<file path="config.mk">
export PLATFORM = sky130hd
export DESIGN_NAME = csa_stream_accumulator
export DESIGN_NICKNAME = d
export VERILOG_FILES = /design/src/rtl/csa_stream_accumulator_pkg.sv /design/src/rtl/csa_stream_accumulator_csa_row.sv /design/src/rtl/fulladder.sv /design/src/rtl/csa_stream_accumulator.sv
export SDC_FILE = /design/constraint.sdc
export NUM_CORES = 1
export LEC_CHECK = 0
export ABC_AREA = 1
export CAP_MARGIN = 0
export CELL_PAD_IN_SITES_DETAIL_PLACEMENT = 1
export CELL_PAD_IN_SITES_GLOBAL_PLACEMENT = 1
export CORE_UTILIZATION = 35
export CTS_BUF_LIST = sky130_fd_sc_hd__clkbuf_4 sky130_fd_sc_hd__clkbuf_8
export DETAILED_ROUTE_END_ITERATION = 10
export HOLD_SLACK_MARGIN = 0.1
export PLACE_DENSITY = 0.79
export REMOVE_ABC_BUFFERS = 1
export SYNTH_ARGS = -nofsm -noshare
export SYNTH_HDL_FRONTEND = slang
export SYNTH_HIERARCHICAL = 1
export SYNTH_SLANG_ARGS = --single-unit
</file>
<file path="constraint.sdc">
create_clock -name clk -period 6.99 [get_ports clk]
set_clock_uncertainty 0.2 [all_clocks]
set_input_delay 0.699 -clock clk [delete_from_list [all_inputs] [get_ports clk]]
set_output_delay 0.699 -clock clk [all_outputs]
set_load 0.03 [all_outputs]
</file>
<file path="src/rtl/csa_stream_accumulator_pkg.sv">
// Shared constants and FSM encoding for the carry-save stream accumulator.
package csa_stream_accumulator_pkg;

  localparam int DEF_W_IN  = 4;
  localparam int DEF_W_ACC = 12;
  localparam int DEF_W_CNT = 8;

  // 2'd3 is unused; the FSM treats it as illegal and falls back to ACCUM.
  typedef enum logic [1:0] {
    ACCUM   = 2'd0,
    RESOLVE = 2'd1,
    OUTPUT  = 2'd2
  } state_t;

endpackage

</file>
<file path="src/rtl/csa_stream_accumulator_csa_row.sv">
// One 3:2 compression row: bitwise full adders, carry vector left unshifted
// so the caller decides what to do with the top carry bit.
module csa_row #(
  parameter int W = 12
) (
  input  logic [W-1:0] a,
  input  logic [W-1:0] b,
  input  logic [W-1:0] c,
  output logic [W-1:0] s,
  output logic [W-1:0] cy
);

  for (genvar i = 0; i < W; i++) begin : g_fa
    fulladder u_fa (
      .s    (s[i]),
      .cout (cy[i]),
      .a    (a[i]),
      .b    (b[i]),
      .c    (c[i])
    );
  end

endmodule

</file>
<file path="src/rtl/fulladder.sv">
// Single-bit full-adder cell shared by the carry-save row and the final CPA.
module fulladder (
  output logic s,
  output logic cout,
  input  logic a,
  input  logic b,
  input  logic c
);

  // Sum is odd parity, carry is the majority of the three inputs.
  always_comb begin
    s    = a ^ b ^ c;
    cout = (a & b) | (a & c) | (b & c);
  end

endmodule

</file>
<file path="src/rtl/csa_stream_accumulator.sv">
// Multi-operand stream adder: carry-save accumulation per beat, one ripple
// carry-propagate add on the cycle after the last beat of a group.
//
// Handshakes: a transfer happens on a rising clk edge where valid && ready are
// both high. Producers hold valid and payload until the transfer; ready may
// change freely. in_ready is high only in ACCUM; out_valid stays high with a
// stable payload until out_ready is seen high.
module csa_stream_accumulator
  import csa_stream_accumulator_pkg::*;
#(
  parameter int W_IN  = DEF_W_IN,
  parameter int W_ACC = DEF_W_ACC,
  parameter int W_CNT = DEF_W_CNT
) (
  input  logic             clk,
  input  logic             rst,
  input  logic             in_valid,
  output logic             in_ready,
  input  logic [W_IN-1:0]  in_data,
  input  logic             in_last,
  output logic             out_valid,
  input  logic             out_ready,
  output logic [W_ACC-1:0] out_sum,
  output logic [W_CNT-1:0] out_count,
  output logic             out_ovf
);

  state_t             state_q, state_d;
  logic [W_ACC-1:0]   ps_q, ps_d;
  logic [W_ACC-1:0]   pc_q, pc_d;
  logic [W_CNT-1:0]   count_q, count_d;
  logic               ovf_q, ovf_d;
  logic               out_valid_q, out_valid_d;
  logic [W_ACC-1:0]   out_sum_q, out_sum_d;
  logic [W_CNT-1:0]   out_count_q, out_count_d;
  logic               out_ovf_q, out_ovf_d;

  logic [W_ACC-1:0]   x;
  logic [W_ACC-1:0]   row_s;
  logic [W_ACC-1:0]   row_c;
  logic [W_ACC-1:0]   res_s;
  logic [W_ACC:0]     res_c;

  assign x = {{(W_ACC - W_IN){1'b0}}, in_data};

  csa_row #(.W(W_ACC)) u_row (
    .a  (ps_q),
    .b  (pc_q),
    .c  (x),
    .s  (row_s),
    .cy (row_c)
  );

  // Ripple carry-propagate adder that resolves the redundant pair.
  assign res_c[0] = 1'b0;
  for (genvar i = 0; i < W_ACC; i++) begin : g_cpa
    fulladder u_fa (
      .s    (res_s[i]),
      .cout (res_c[i+1]),
      .a    (ps_q[i]),
      .b    (pc_q[i]),
      .c    (res_c[i])
    );
  end

  assign in_ready  = (state_q == ACCUM);
  assign out_valid = out_valid_q;
  assign out_sum   = out_sum_q;
  assign out_count = out_count_q;
  assign out_ovf   = out_ovf_q;

  // Next-state and datapath update for the three-state group FSM.
  always_comb begin
    state_d     = state_q;
    ps_d        = ps_q;
    pc_d        = pc_q;
    count_d     = count_q;
    ovf_d       = ovf_q;
    out_valid_d = out_valid_q;
    out_sum_d   = out_sum_q;
    out_count_d = out_count_q;
    out_ovf_d   = out_ovf_q;
    case (state_q)
      ACCUM: begin
        if (in_valid) begin
          ps_d = row_s;
          // The carry leaving the top bit has weight 2^W_ACC: fold it into
          // the sticky overflow instead of losing it in the shift.
          pc_d  = {row_c[W_ACC-2:0], 1'b0};
          ovf_d = ovf_q | row_c[W_ACC-1];
          if (count_q != {W_CNT{1'b1}}) begin
            count_d = count_q + W_CNT'(1);
          end
          if (in_last) begin
            state_d = RESOLVE;
          end
        end
      end
      RESOLVE: begin
        out_sum_d   = res_s;
        out_ovf_d   = ovf_q | res_c[W_ACC];
        out_count_d = count_q;
        out_valid_d = 1'b1;
        ps_d        = '0;
        pc_d        = '0;
        count_d     = '0;
        ovf_d       = 1'b0;
        state_d     = OUTPUT;
      end
      OUTPUT: begin
        if (out_ready) begin
          out_valid_d = 1'b0;
          state_d     = ACCUM;
        end
      end
      default: begin
        ps_d        = '0;
        pc_d        = '0;
        count_d     = '0;
        ovf_d       = 1'b0;
        out_valid_d = 1'b0;
        state_d     = ACCUM;
      end
    endcase
  end

  // State and output registers with synchronous reset.
  always_ff @(posedge clk) begin
    if (rst) begin
      state_q     <= ACCUM;
      ps_q        <= '0;
      pc_q        <= '0;
      count_q     <= '0;
      ovf_q       <= 1'b0;
      out_valid_q <= 1'b0;
      out_sum_q   <= '0;
      out_count_q <= '0;
      out_ovf_q   <= 1'b0;
    end else begin
      state_q     <= state_d;
      ps_q        <= ps_d;
      pc_q        <= pc_d;
      count_q     <= count_d;
      ovf_q       <= ovf_d;
      out_valid_q <= out_valid_d;
      out_sum_q   <= out_sum_d;
      out_count_q <= out_count_d;
      out_ovf_q   <= out_ovf_d;
    end
  end

endmodule

</file>
# Yosys cells after proc, flatten, opt, wreduce, memory -nomap -nowiden
# Cells that the tools add are included.
# word_totals
regBits,57
latch_bits,0
ramBits,0
mem_bits_ro,0
in_bits,9
out_inout_bits,23
elab_cells,140
mem_count,0
# classes
add_sub_neg,1
mul,0
div_mod_pow,0
order_cmp,0
n_eq_ne,7
n_shift,0
mux,15
n_bitwise,103
n_reduce_logical,5
# ops
op,n
$pmux 12 s2,2
$and 1x1->1,42
$or 1x1->1,32
$xor 1x1->1,27
$mux 12,2
$mux 8,2
$pmux 8 s2,1
$add 8x1->8 const B,1
$ne 8x8->1 const B,1
$mux 2,3
$pmux 2 s3,1
$reduce_and 3->1,2
$ne 2x1->1 const B,2
$ne 2x2->1 const B,2
$reduce_and 2->1,2
$pmux 1 s3,1
$eq 2x1->1 const B,1
$eq 2x2->1 const B,1
$logic_not 2->1,1
$mux 1,2
$not 1->1,2
$pmux 1 s2,1

# Depth between registers and ports, before layout
# depth
depth_word,35
mapped_depth,14
mapped_depth_nobuf,14

# Modules after synthesis
# The synthesis kept the hierarchy.
# by_module_without_submodules
mod,n_inst,cells_each,area_per_inst_um2,seq_area_each_um2
csa_stream_accumulator,1,283,2227.1,1121.1
fulladder,24,1,20.0,0.0

# Worst setup path after synthesis
# Ideal clock, no wire load.
# synth_timing
path_type,register to register
start,register ps_q[1]
end,"register out_ovf_q, in the netlist out_ovf"
setup_time_ps,132
t_arrival_ps,4734
required_ps,6658
setup_slack_ps,1924
stages_incl_launch_ff,14
path_buffers,0
synth_period_minus_slack_ps,5066
cell_sequence,dfxtp_1 -> fa_1 -> fa_1 -> fa_1 -> fa_1 -> fa_1 -> fa_1 -> fa_1 -> fa_1 -> fa_1 -> fa_1 -> fa_1 -> o21ai_0 -> a21oi_1
# synth_between
elab_chain_cells,34
word_cells_on_any_way,45
cone_classes,bitwise (45)
# synth_lines
item,line_no,source
start: declaration,csa_stream_accumulator.sv:29,"logic [W_ACC-1:0] ps_q, ps_d;"
start signal: assignment,csa_stream_accumulator.sv:141,ps_q <= ps_d;
$and 1x1->1,fulladder.sv:13,cout = (a & b) | (a & c) | (b & c);
$or 1x1->1 * (2 in series),fulladder.sv:13,
net res_c[2],csa_stream_accumulator.sv:42,logic [W_ACC:0] res_c;
$and 1x1->1,fulladder.sv:13,
$or 1x1->1,fulladder.sv:13,
$or 1x1->1 *,fulladder.sv:13,
net res_c[3],csa_stream_accumulator.sv:42,
$and 1x1->1,fulladder.sv:13,
(+2 left out),n/a,
net res_c[4],csa_stream_accumulator.sv:42,
(+3 left out),n/a,
net res_c[5],csa_stream_accumulator.sv:42,
(+3 left out),n/a,
net res_c[6],csa_stream_accumulator.sv:42,
(+3 left out),n/a,
net res_c[7],csa_stream_accumulator.sv:42,
(+3 left out),n/a,
net res_c[8],csa_stream_accumulator.sv:42,
(+3 left out),n/a,
net res_c[9],csa_stream_accumulator.sv:42,
(+3 left out),n/a,
net res_c[10],csa_stream_accumulator.sv:42,
(+1 left out),n/a,
$or 1x1->1,fulladder.sv:13,
$or 1x1->1 *,fulladder.sv:13,
net res_c[11],csa_stream_accumulator.sv:42,
$and 1x1->1,fulladder.sv:13,
$or 1x1->1,fulladder.sv:13,
$or 1x1->1 *,fulladder.sv:13,
net res_c[12],csa_stream_accumulator.sv:42,
$or 1x1->1 *,csa_stream_accumulator.sv:101,out_ovf_d = ovf_q | res_c[W_ACC];
end signal: assignment,csa_stream_accumulator.sv:148,out_ovf_q <= out_ovf_d;
end: declaration,csa_stream_accumulator.sv:36,"logic out_ovf_q, out_ovf_d;"
# The timed path passes the listed nets; every way through them passes the cells marked *.
# A chain may end at the register's enable or synchronous reset.

# Final worst setup path
# layout_timing
start,register ps_q[1]
end,"register out_sum_q[11], in the netlist out_sum[11]"
# layout_between
elab_chain_cells,31
word_cells_on_any_way,41
cone_classes,bitwise (41)
# layout_lines
item,line_no,source
$and 1x1->1,fulladder.sv:13,
$or 1x1->1 * (2 in series),fulladder.sv:13,
net res_c[2],csa_stream_accumulator.sv:42,
$and 1x1->1,fulladder.sv:13,
$or 1x1->1,fulladder.sv:13,
$or 1x1->1 *,fulladder.sv:13,
net res_c[3],csa_stream_accumulator.sv:42,
$and 1x1->1,fulladder.sv:13,
(+2 left out),n/a,
net res_c[4],csa_stream_accumulator.sv:42,
(+3 left out),n/a,
net res_c[5],csa_stream_accumulator.sv:42,
(+3 left out),n/a,
net res_c[6],csa_stream_accumulator.sv:42,
(+3 left out),n/a,
net res_c[7],csa_stream_accumulator.sv:42,
(+3 left out),n/a,
net res_c[8],csa_stream_accumulator.sv:42,
(+3 left out),n/a,
net res_c[9],csa_stream_accumulator.sv:42,
(+2 left out),n/a,
$or 1x1->1 *,fulladder.sv:13,
net res_c[10],csa_stream_accumulator.sv:42,
$and 1x1->1,fulladder.sv:13,
$or 1x1->1,fulladder.sv:13,
$or 1x1->1 *,fulladder.sv:13,
net res_c[11],csa_stream_accumulator.sv:42,
$xor 1x1->1 *,fulladder.sv:12,s = a ^ b ^ c;
net res_s[11],csa_stream_accumulator.sv:41,logic [W_ACC-1:0] res_s;
end signal: assignment,csa_stream_accumulator.sv:146,out_sum_q <= out_sum_d;
end: declaration,csa_stream_accumulator.sv:34,"logic [W_ACC-1:0] out_sum_q, out_sum_d;"
# Marked as above.

==> impl_metrics.env <==
export IMPL_io_buffers=31
export IMPL_cts_resized=0
export IMPL_status="finished, final reports clean"
export IMPL_maxCapViolCount=0
export IMPL_p_total_mw=0.649
export IMPL_cts_buffers=5
export IMPL_p_clk_frac=0.291
export IMPL_regToRegEndpoint="out_sum[11]"
export IMPL_finalCriticalPeriod_ns=5.31
export IMPL_drt_pass1_iter_count=4
export IMPL_powerDensity_mw_per_mm2=203
export IMPL_grt_pass1_vias=2393
export IMPL_pin_count=32
export IMPL_diodes=0
export IMPL_seqPwrFrac=0.544
export IMPL_ant_nets=0
export IMPL_hold_viol=0
export IMPL_worst_pin_slew_ns=0.889
export IMPL_combPwrFrac=0.165
export IMPL_ys_seq_area_frac=0.414
export IMPL_hpwl_um=4530
export IMPL_worstSetupPathType="reg2reg"
export IMPL_design_core_area_mm2=0.00737
export IMPL_wl_per_cell_um=15.5
export IMPL_final_layout_size_suffix_gt1_frac=0.0676
export IMPL_period_share=0.760
export IMPL_cp_data_required_time_ns=7.05
export IMPL_grt_remaining_overflow=0
export IMPL_start_kind="flip-flop"
export IMPL_endpoint="out_sum[11]"
export IMPL_r2r_slack_ns=1.68
export IMPL_p_int_mw=0.452
export IMPL_synth_area_mm2=0.00271
export IMPL_cts_root_buffer="clkbuf_8"
export IMPL_gp_congestion=0.768
export IMPL_ir_worst_vdd_mv=0.0772
export IMPL_wl_um=6800
export IMPL_crit_path_end_kind="flip-flop"
export IMPL_grt_pass1_wl_um=11500
export IMPL_vias_per_cell=5.06
export IMPL_rsz0062_at_grt="no"
export IMPL_fp_dieH_um=90.0
export IMPL_clkTransAtPathRegs_ns=0.11
export IMPL_worstPathArrival_ns=5.37
export IMPL_htree_levels=2
export IMPL_grt_max_degree=31
export IMPL_p_switching_mw=0.197
export IMPL_placementRows=31
export IMPL_setup_tns_final_ns=0
export IMPL_min_delay_path_class="reg2reg"
export IMPL_nNetsFinal=373
export IMPL_critPathLaunch="ps_q[1]"
export IMPL_cts_buffer_depth=2
export IMPL_cts_tree="built"
export IMPL_ys_warn_count=6
export IMPL_drc=0
export IMPL_hold_buffers=0
export IMPL_start_util=0.367
export IMPL_fmax_mhz=188
export IMPL_ys_ff_latch=56
export IMPL_drt_initial_drc_count=66
export IMPL_vias=2220
export IMPL_swShare=0.303
export IMPL_reg2reg_from="ps_q[1]"
export IMPL_max_slew_margin=0.407
export IMPL_drv_slew=0
export IMPL_finalSetupViolCount=0
export IMPL_fillers=886
export IMPL_clock_latency_ns=0.32
export IMPL_critPathMaxFanout=3
export IMPL_die_x_um=90.0
export IMPL_clkSinkCount=56
export IMPL_reg2reg_depth=13
export IMPL_power_leakage_nw=1.29
export IMPL_die_area_mm2=0.00809
export IMPL_syn_to_final_growth_pct=18.0
export IMPL_grt_antenna_before_repair=0
export IMPL_synth_cell_types=29
export IMPL_track_usage=0.178
export IMPL_cts_setup_buffers=0
export IMPL_avgSynthCellArea_um2=8.82
export IMPL_syn_inst=307
## kinds of logic after synthesis
group / share of synthesized area
fa+ha+maj: 0.182
simple gates: 0.236
buf+inv: 0.0527
other cells: 0.00138
compound gates: 0.114
flops: 0.414
## per-layer routing
layer | GRT usage | part of all wire | wire (um)
met1 | 0.225 | 0.46 | 3160
met2 | 0.309 | 0.50 | 3400
met3 | 0.0305 | 0.024 | 160
met4 | 0.0605 | 0.012 | 82
met5 | 0 | 0 | 0
## through the flow
stage	instance area, um^2	cells	setup slack, ns	util	hold WS, ns
finish	3200	439	1.68	0.434	0.288
global route	3200	439	1.49	0.434	0.330
CTS	3200	439	1.68	0.434	0.290
detailed placement	3100	431	1.68	0.421	0.275
global placement	3100	431	1.80	0.421	0.275
floorplan	2650	299	1.92	-	0.260
## state kept, by name, summed over array words and instances, names as in the netlist
register,cells
ps_q,12
count_q,8
out_ovf,1
state_q,2
out_sum,12
out_valid,1
pc_q,11
ovf_q,1
out_count,8
## worst min path at each step
stage	slack, ns	endpoint	startpoint	cells after the start
after floorplan	0.26	count_q[7]	count_q[7]	2
after global placement	0.28	count_q[7]	count_q[7]	2
after detailed placement	0.28	out_ovf	out_ovf	2
after CTS	0.29	out_ovf	out_ovf	2
after global routing	0.33	out_ovf	out_ovf	2
final	0.29	out_ovf	out_ovf	2
## cells in the final DEF, fill, tap and decap left out, types with 3 or more instances in the layout
master,netlist,final
clkdlybuf4s50_1,0,31
dfxtp_1,56,56
inv_2,3,3
nand2_4,3,3
o21ai_0,23,23
inv_1,9,9
nand2_1,22,22
fa_1,24,24
nand3_1,57,57
conb_1,1,11
clkbuf_8,0,5
a21oi_1,36,36
nor2_1,41,41
## power by group through the flow
stage / Clock (mW) / Combinational, mW / Sequential [mW]
global route: 0.206 / 0.120 / 0.356
floorplan: 0 / 0.0525 / 0.370
detailed placement: 0 / 0.107 / 0.361
finish: 0.189 / 0.107 / 0.353
CTS: 0.191 / 0.108 / 0.353
global placement: 0 / 0.103 / 0.359
## Yosys cell counts, drive strengths merged
cell,n,area [um^2]
and3,1,6.26
clkbuf,7,27.5
o21ai,24,120
ha,1,12.5
dfxtp,56,1120
buf,11,63.8
inv,13,51.3
nand3b,1,7.51
conb,1,3.75
nand4,1,6.26
nand3,58,303
nor2,44,183
nor3,2,10.0
nand2,26,123
fa,24,480
a21oi,37,189
## critical path, cell delays in order (launching register included)
cell     delay, ns
dfxtp_1       0.37
fa_1          0.45
fa_1          0.39
fa_1          0.39
fa_1          0.40
fa_1          0.39
fa_1          0.40
fa_1          0.40
fa_1          0.40
fa_1          0.40
fa_1          0.40
fa_1          0.50
nor2_1        0.05
nor2_1        0.12
## layout make-up
type                            count  area, um^2  area share
Clock inverter                      2        16.3     0.00509
Tap cell                           99         124      0.0388
Clock buffer                        6        76.3      0.0239
Timing Repair Buffer               33         325       0.102
Sequential cell                    56        1120       0.351
Multi-Input combinational cell    230        1480       0.464
Inverter                           13        51.3      0.0161
(Power assumes the default switching activity.)
